==> src/rtl/nx_stream_combiner.sv <==
// nx_stream_combiner: round-robin merge of the ctrl/mesh nexus streams into one host FIFO.
// Optional per-source message counters are compiled in with NX_STREAM_COMBINER_COUNT_EN.
package nx_pkg;
  typedef struct packed {
    logic [3:0]  kind;
    logic [27:0] payload;
  } nx_message_t;
endpackage

module nx_stream_combiner
  import nx_pkg::*;
#(
  parameter int FIFO_DEPTH  = 4,
  parameter int COUNT_WIDTH = 16
) (
  input  logic                   clk_i,
  input  logic                   rst_i,
  input  nx_message_t            ctrl_ib_data_i,
  input  logic                   ctrl_ib_valid_i,
  output logic                   ctrl_ib_ready_o,
  input  nx_message_t            mesh_ib_data_i,
  input  logic                   mesh_ib_valid_i,
  output logic                   mesh_ib_ready_o,
  output nx_message_t            host_data_o,
  output logic                   host_src_o,
  output logic                   host_valid_o,
  input  logic                   host_ready_i,
  output logic                   idle_o,
  output logic [COUNT_WIDTH-1:0] ctrl_count_o,
  output logic [COUNT_WIDTH-1:0] mesh_count_o
);

  localparam int AW = $clog2(FIFO_DEPTH);

  typedef struct packed {
    logic        src;
    nx_message_t msg;
  } entry_t;

  entry_t        mem [FIFO_DEPTH];
  logic [AW-1:0] wr_ptr;
  logic [AW-1:0] rd_ptr;
  logic [AW:0]   count;
  logic          run;
  logic          last_mesh;
  logic          empty;
  logic          full;
  logic          can_take;
  logic          ctrl_acc;
  logic          mesh_acc;
  logic          push;
  logic          pop;
  nx_message_t   push_data;

  assign empty    = (count == '0);
  assign full     = (count == (AW+1)'(FIFO_DEPTH));
  // run gates readies until the first edge after reset release
  assign can_take = run & ~full;

  assign ctrl_ib_ready_o = can_take & (~mesh_ib_valid_i | last_mesh);
  assign mesh_ib_ready_o = can_take & (~ctrl_ib_valid_i | ~last_mesh);

  assign ctrl_acc  = ctrl_ib_valid_i & ctrl_ib_ready_o;
  assign mesh_acc  = mesh_ib_valid_i & mesh_ib_ready_o;
  assign push      = ctrl_acc | mesh_acc;
  assign pop       = ~empty & host_ready_i;
  assign push_data = mesh_acc ? mesh_ib_data_i : ctrl_ib_data_i;

  always_ff @(posedge clk_i or negedge rst_i) begin
    if (!rst_i) begin
      run       <= 1'b0;
      last_mesh <= 1'b1;
      wr_ptr    <= '0;
      rd_ptr    <= '0;
      count     <= '0;
    end else begin
      run <= 1'b1;
      if (push) begin
        last_mesh <= mesh_acc;
        wr_ptr    <= wr_ptr + AW'(1);
      end
      if (pop) begin
        rd_ptr <= rd_ptr + AW'(1);
      end
      count <= count + (AW+1)'(push) - (AW+1)'(pop);
    end
  end

  always_ff @(posedge clk_i) begin
    if (push) begin
      mem[wr_ptr] <= '{src: mesh_acc, msg: push_data};
    end
  end

  assign host_valid_o = ~empty;
  assign host_data_o  = mem[rd_ptr].msg;
  assign host_src_o   = mem[rd_ptr].src;
  assign idle_o       = empty & ~ctrl_ib_valid_i & ~mesh_ib_valid_i;

`ifdef NX_STREAM_COMBINER_COUNT_EN
  logic [COUNT_WIDTH-1:0] ctrl_cnt;
  logic [COUNT_WIDTH-1:0] mesh_cnt;

  always_ff @(posedge clk_i or negedge rst_i) begin
    if (!rst_i) begin
      ctrl_cnt <= '0;
      mesh_cnt <= '0;
    end else begin
      if (ctrl_acc && ctrl_cnt != '1) begin
        ctrl_cnt <= ctrl_cnt + COUNT_WIDTH'(1);
      end
      if (mesh_acc && mesh_cnt != '1) begin
        mesh_cnt <= mesh_cnt + COUNT_WIDTH'(1);
      end
    end
  end

  assign ctrl_count_o = ctrl_cnt;
  assign mesh_count_o = mesh_cnt;
`else
  assign ctrl_count_o = '0;
  assign mesh_count_o = '0;
`endif

endmodule
==> config.mk <==
export PLATFORM = sky130hd
export DESIGN_NAME = nx_stream_combiner
export DESIGN_NICKNAME = d
export VERILOG_FILES = /design/src/rtl/nx_stream_combiner.sv
export SDC_FILE = /design/constraint.sdc
export NUM_CORES = 1
export LEC_CHECK = 0
export CAP_MARGIN = 20
export CELL_PAD_IN_SITES_DETAIL_PLACEMENT = 1
export CELL_PAD_IN_SITES_GLOBAL_PLACEMENT = 1
export CORE_ASPECT_RATIO = 0.9
export CORE_MARGIN = 2
export CORE_UTILIZATION = 45
export CTS_CLUSTER_SIZE = 28
export DETAILED_ROUTE_END_ITERATION = 6
export GPL_TIMING_DRIVEN = 0
export HOLD_SLACK_MARGIN = 0.03
export PLACE_DENSITY = 0.8
export SYNTH_ARGS = -nofsm -noshare
export SYNTH_HDL_FRONTEND = slang
export SYNTH_SLANG_ARGS = --single-unit
export TNS_END_PERCENT = 20
==> constraint.sdc <==
create_clock -name clk_i -period 5.53 [get_ports clk_i]
set_clock_uncertainty 0.1 [all_clocks]
set_input_delay 1.106 -clock clk_i [delete_from_list [all_inputs] [get_ports clk_i]]
set_output_delay 1.106 -clock clk_i [all_outputs]
set_load 0.02 [all_outputs]
==> metrics.txt, run 1 <==
status=complete, no violations; R2R depth=9; multi-input logic area=1510 um2; Crit-path slowest cell=clkdlybuf4s50_1; vias=3,165; RSZ-0062 raised after global routing=no; Post-CTS Setup Repair Bufs=0; Worst-Margin Slew=681 ps; largest net degree at the start of global routing=31; Via density=5.06; fin crit period=3680 ps; Power, Total=4.05 mW; Seq cells post-synth=141; die height=113 um; CTS root buf=clkbuf_16; antenna violations before repair=0; FF-to-FF Start=count[2]; Hold Path Cell Cnt=1; H-tree Lvls=4; Starting Density=0.463; Bufs on Longest Clock Path=2; Die ar.=14,100 um2; max_cap viols=0; Arr. time, crit path=2470 ps; sequential share of the synthesized area=0.707; GRT Util Overall=0.186; combinational cell fraction of total power=0.358; top post-synthesis cells by area=edfxtp_1 (67%), mux4_2 (13%), mux2_2 (6.3%); # rows=39; CTS Buf Count=17; sw frac=0.301; area of the core=12,800 um2; Static Leak=2.84 nW; GPL Wtd Cong=0.719; CTS tree=built; unique cell type count in the Yosys netlist=26; Hold Crit Class=reg2reg; area leader, netlist=edfxtp_1; Flop pwr share=0.361; clk sinks=141; Antenna Nets Post-Route=0; Rel. slew slack=0.546; peak supply drop=0.314 mV; critical path class=reg2out; first-pass GRT wire length=19,600 um; Mapped Cells=290; Worst setup SP type=register; DRT Pass-1 Iters=4; fin util=0.625; GR Overflow Total=0; post_cts resized=0; Layout area overhead=34.8%; Worst Path Required=4320 ps; Max Slew Vio Count=0; DR iter-0 viols=202; Yosys warnings=0; diodes inserted=0; Avg Synthesized Cell Area=20.4 um2; Reg2Reg Setup Slack=2980 ps; Die X-Extent=125 um; post-synth top area share=0.669; crit-path cells=buf_2, buf_1, mux4_2, clkdlybuf4s50_1; CTS clk-pin slew, worst paths=60 ps; commonest non-fill, non-tap cell in the layout=edfxtp_1; Clk network pwr share=0.281; routed len/inst=19.9 um; Setup crit end kind=output port; Sw Pwr=1.22 mW; Worst path max stage delay=560 ps; final setup TNS=0 ps; fillers=1,157; crit path max fanout=10; Layout Cells excl Fill=626; vias in the first global route=3,556; dpl cells=594; fmax=272 MHz; Skew-Pair Late Insertion Delay=400 ps; Total Wirelength=12,500 um; internal power=2.83 mW; Hold Violations, Final=0; beginning of the worst hold path=wr_ptr[1]; Worst Setup SP=rd_ptr[1]; Top Ports=138; post-DP HPWL=8340 um; PwrDens=506 nW/um2; part of the cycle the worst path needs=0.665; share of layout cells above drive strength 1=0.320; Hold-fix buffers, CTS=0; most frequent cells in the layout=edfxtp_1 (132), clkdlybuf4s50_1 (105), buf_4 (34); Worst Hold End=wr_ptr[1]; residual DRC count=0; R2R Path End=count[2]; final count of negative-setup-slack endpoints=0; synthesized area=5920 um2; Register Area=4190 um2; port bufs=105; NumNets Final=525
==> metal layers <==
metal	wire, um	vias to the layer above	GRT usage	share of wire
li1	-	1403	-	-
met2	6980	95	0.348	0.56
met4	111	0	0.0474	0.0089
met1	4790	1654	0.215	0.38
met3	593	13	0.0482	0.048
met5	0	-	0	0
==> cell families after synthesis <==
family                     share of synthesized area
DFF                                            0.707
AOI/OAI and AO/OA                            0.00465
muxes                                          0.188
buffers and inverters                         0.0579
other                                        0.00127
adders and majority gates                     0.0161
and+or+nand+nor                               0.0173
xor gates and xnor gates                     0.00739
==> cell type report <==
type                    instances  area share
flip-flops and latches        141       0.525
multi-input cells             130       0.189
repair buffers                109       0.143
clock buffers                  18      0.0537
plain buffers                  43      0.0396
well taps                     164      0.0257
clock inverters                14      0.0211
inverters                       7     0.00329
==> cell usage after synthesis <==
cell      number
mux2_2        33
o21ai_0        2
fa_1           1
buf_4         34
nand2b_1       1
and2_1         5
nor3b_4        2
conb_1         2
xnor2_1        4
o21a_1         1
dfstp_2        1
buf_1          2
buf_6          3
a21oi_1        2
nand3_1        1
xor2_1         1
edfxtp_1     132
or3_1          1
ha_1           6
mux4_2        33
dfrtp_1        8
nor2_1         1
buf_2          4
inv_1          7
nor3_1         1
nand2_1        2
==> worst max path at each step <==
| stage | to | cells past startpoint |
|---|---|---|
| finish | host_data_o[22] | 4 |
| global route | host_data_o[14] | 4 |
| CTS | host_data_o[22] | 4 |
| detailed placement | count[2] | 10 |
| global placement | mem[2][11] | 4 |
| floorplan | count[2] | 9 |
==> metrics by stage <==
stage	hold slack, ps	area (um2)	setup slack [ps]
2_1_floorplan	434	6040	2700
3_3_place_gp	447	7300	1460
3_5_place_dp	480	7390	1890
4_1_cts	493	7990	1790
5_1_grt	524	7990	1720
6_report	492	7990	1850
==> sequential cells by signal (all words and copies together), names as in the netlist <==
signal     cells
count          3
last_mesh      1
mem          132
rd_ptr         2
run            1
wr_ptr         2
==> critical path, delay by kind of cell (launching register included) <==
family | cells | cell delay [ps]
flip-flops | 1 | 320
buffers and inverters | 3 | 1300
multiplexers | 1 | 440
==> power groups by stage <==
stage | clock network [mW] | registers, mW | logic (mW)
final | 1.14 | 1.46 | 1.45
after detailed placement | 0 | 1.48 | 1.47
after global placement | 0 | 1.47 | 1.40
after global routing | 1.20 | 1.48 | 1.55
after floorplan | 0 | 1.46 | 0.882
after CTS | 1.16 | 1.46 | 1.48
No activity file was read; power rests on OpenSTA's default activity.
==> run 2: changes to the inputs <==
--- a/config.mk
+++ b/config.mk
@@ -10,12 +10,12 @@
 export CELL_PAD_IN_SITES_GLOBAL_PLACEMENT = 1
 export CORE_ASPECT_RATIO = 0.9
 export CORE_MARGIN = 2
-export CORE_UTILIZATION = 45
+export CORE_UTILIZATION = 38
 export CTS_CLUSTER_SIZE = 28
 export DETAILED_ROUTE_END_ITERATION = 6
 export GPL_TIMING_DRIVEN = 0
 export HOLD_SLACK_MARGIN = 0.03
-export PLACE_DENSITY = 0.8
+export PLACE_DENSITY = 0.72
 export SYNTH_ARGS = -nofsm -noshare
 export SYNTH_HDL_FRONTEND = slang
 export SYNTH_SLANG_ARGS = --single-unit
==> constraint.sdc (replaced) <==
create_clock -name clk_i -period 3.05 [get_ports clk_i]
set_clock_uncertainty 0.1 [all_clocks]
set_input_delay 0.61 -clock clk_i [delete_from_list [all_inputs] [get_ports clk_i]]
set_output_delay 0.61 -clock clk_i [all_outputs]
set_load 0.02 [all_outputs]
==> run 2 against run 1 <==
Against the previous run:
- worst setup slack lost 1800 ps
- combinational power grew 82%
- routed wire length is 0.63% higher
- first-iteration DRC count decreased by 20%
- via count decreased by 1.0%
==> metrics.txt, run 2 (synthesized netlist as in run 1, its figures left out) <==
Die ar.=16,600 um2; fin crit period=2960 ps; antenna violations before repair=0; R2R depth=9; fin util=0.522; top flop regs=mem (132), count (3); Static Leak=2.90 nW; max_cap viols=0; Starting Density=0.386; CTS Buf Count=17; PnR worst setup slack=92.1 ps; residual DRC count=0; routed len/inst=18.9 um; first-pass GRT wire length=19,000 um; dpl cells=632; Top Ports=138; area of the core=15,300 um2; FF-to-FF Start=count[2]; critical path class=reg2out; diodes inserted=0; CTS tree=built; R2R Path End=count[2]; Hold Crit Class=in2async; Rel. slew slack=0.585; Bufs on Longest Clock Path=2; part of the cycle the worst path needs=0.970; die height=122 um; Power, Total=7.15 mW; status=complete, no violations; max reg flops=132; Place WS=-140 ps; DRT Pass-1 Iters=4; RSZ-0062 raised after global routing=no; Hold Violations, Final=0; hold_ws=410 ps; vias=3,133; H-tree Lvls=4; PwrDens=892 nW/um2; fmax=338 MHz; largest net degree at the start of global routing=32; Via density=4.72; Layout Cells excl Fill=664; Setup crit end kind=output port; GRT Util Overall=0.160; port bufs=105; Max Slew Vio Count=0; Top reg by flops=mem; Final Cell Area=8010 um2; final count of negative-setup-slack endpoints=0; final setup TNS=0 ps; Skew-Pair Late Insertion Delay=410 ps; Worst-Margin Slew=622 ps; CTS clk-pin slew, worst paths=60 ps; Worst Path Required=2340 ps; Arr. time, crit path=2250 ps; share of layout cells above drive strength 1=0.320; NumNets Final=525; placed cell areas=7430 um2; peak supply drop=0.510 mV; post-DP HPWL=8380 um; Die X-Extent=136 um; Post-CTS Setup Repair Bufs=0; most frequent cells in the layout=edfxtp_1 (132), clkdlybuf4s50_1 (97); CTS root buf=clkbuf_16; Reg2Reg Setup Slack=500 ps; Total Wirelength=12,500 um; DR iter-0 viols=162; GPL Wtd Cong=0.664; commonest non-fill, non-tap cell in the layout=edfxtp_1; Antenna Nets Post-Route=0; clk sinks=141; # rows=43; vias in the first global route=3,433; Worst setup SP type=register; Layout area overhead=35.2%; crit path max fanout=10; GR Overflow Total=0
[run 2: changes by cell type in the layout (fill, tap and decap cells not counted), moves of 2 or more]
cell | previous run | this run
buf_1 | 2 | 0
buf_6 | 3 | 5
bufinv_16 | 3 | 1
clkbuf_1 | 1 | 3
clkdlybuf4s50_1 | 105 | 97
clkinv_2 | 2 | 5
dlymetal6s2s_1 | 0 | 8
inv_6 | 2 | 0
[run 2: power by group]
group          switching [mW]  internal (mW)  total, mW
combinational            1.32           1.32       2.64
sequential              0.102           2.54       2.64
clock                   0.754           1.11       1.86
total                    2.18           4.97       7.15
[run 2: routing by layer]
layer,global-route usage,vias up,part of all wire
li1,-,1400,-
met1,0.202,1610,0.42
met2,0.263,107,0.50
met3,0.0463,16,0.059
met4,0.0612,0,0.015
met5,0,-,0
[run 2: area by class of cell]
cell class | instances | area [um2]
plain buffers | 43 | 339
clock buffers | 20 | 437
clock inverters | 12 | 98.8
fillers | 1435 | 7330
inverters | 7 | 26.3
multi-input cells | 130 | 1510
flip-flops and latches | 141 | 4190
well taps | 202 | 253
repair buffers | 109 | 1150
[run 2: how the worst max path moves through the flow]
stage / endpoint / slack, ps / depth (start not counted) / startpoint
2_1_floorplan: count[2] / 600 / 8 / count[1]
3_5_place_dp: count[2] / -140 / 10 / mesh_ib_valid_i
5_1_grt: host_data_o[19] / 2 / 4 / rd_ptr[0]
6_report: host_data_o[30] / 90 / 4 / rd_ptr[0]
4_1_cts: host_data_o[30] / 20 / 4 / rd_ptr[0]
3_3_place_gp: mem[2][23] / -620 / 4 / mesh_ib_valid_i
[run 2: critical path, stage by stage (launching register included)]
cell             delay, ps
dfrtp_1                320
buf_4                  200
buf_8                  200
mux4_2                 550
clkdlybuf4s50_1        560
[run 2: timing repair]
item	CTS	global route
endpoints found under the setup margin	25	13
hold buffers	0	0
resized for setup	7	9
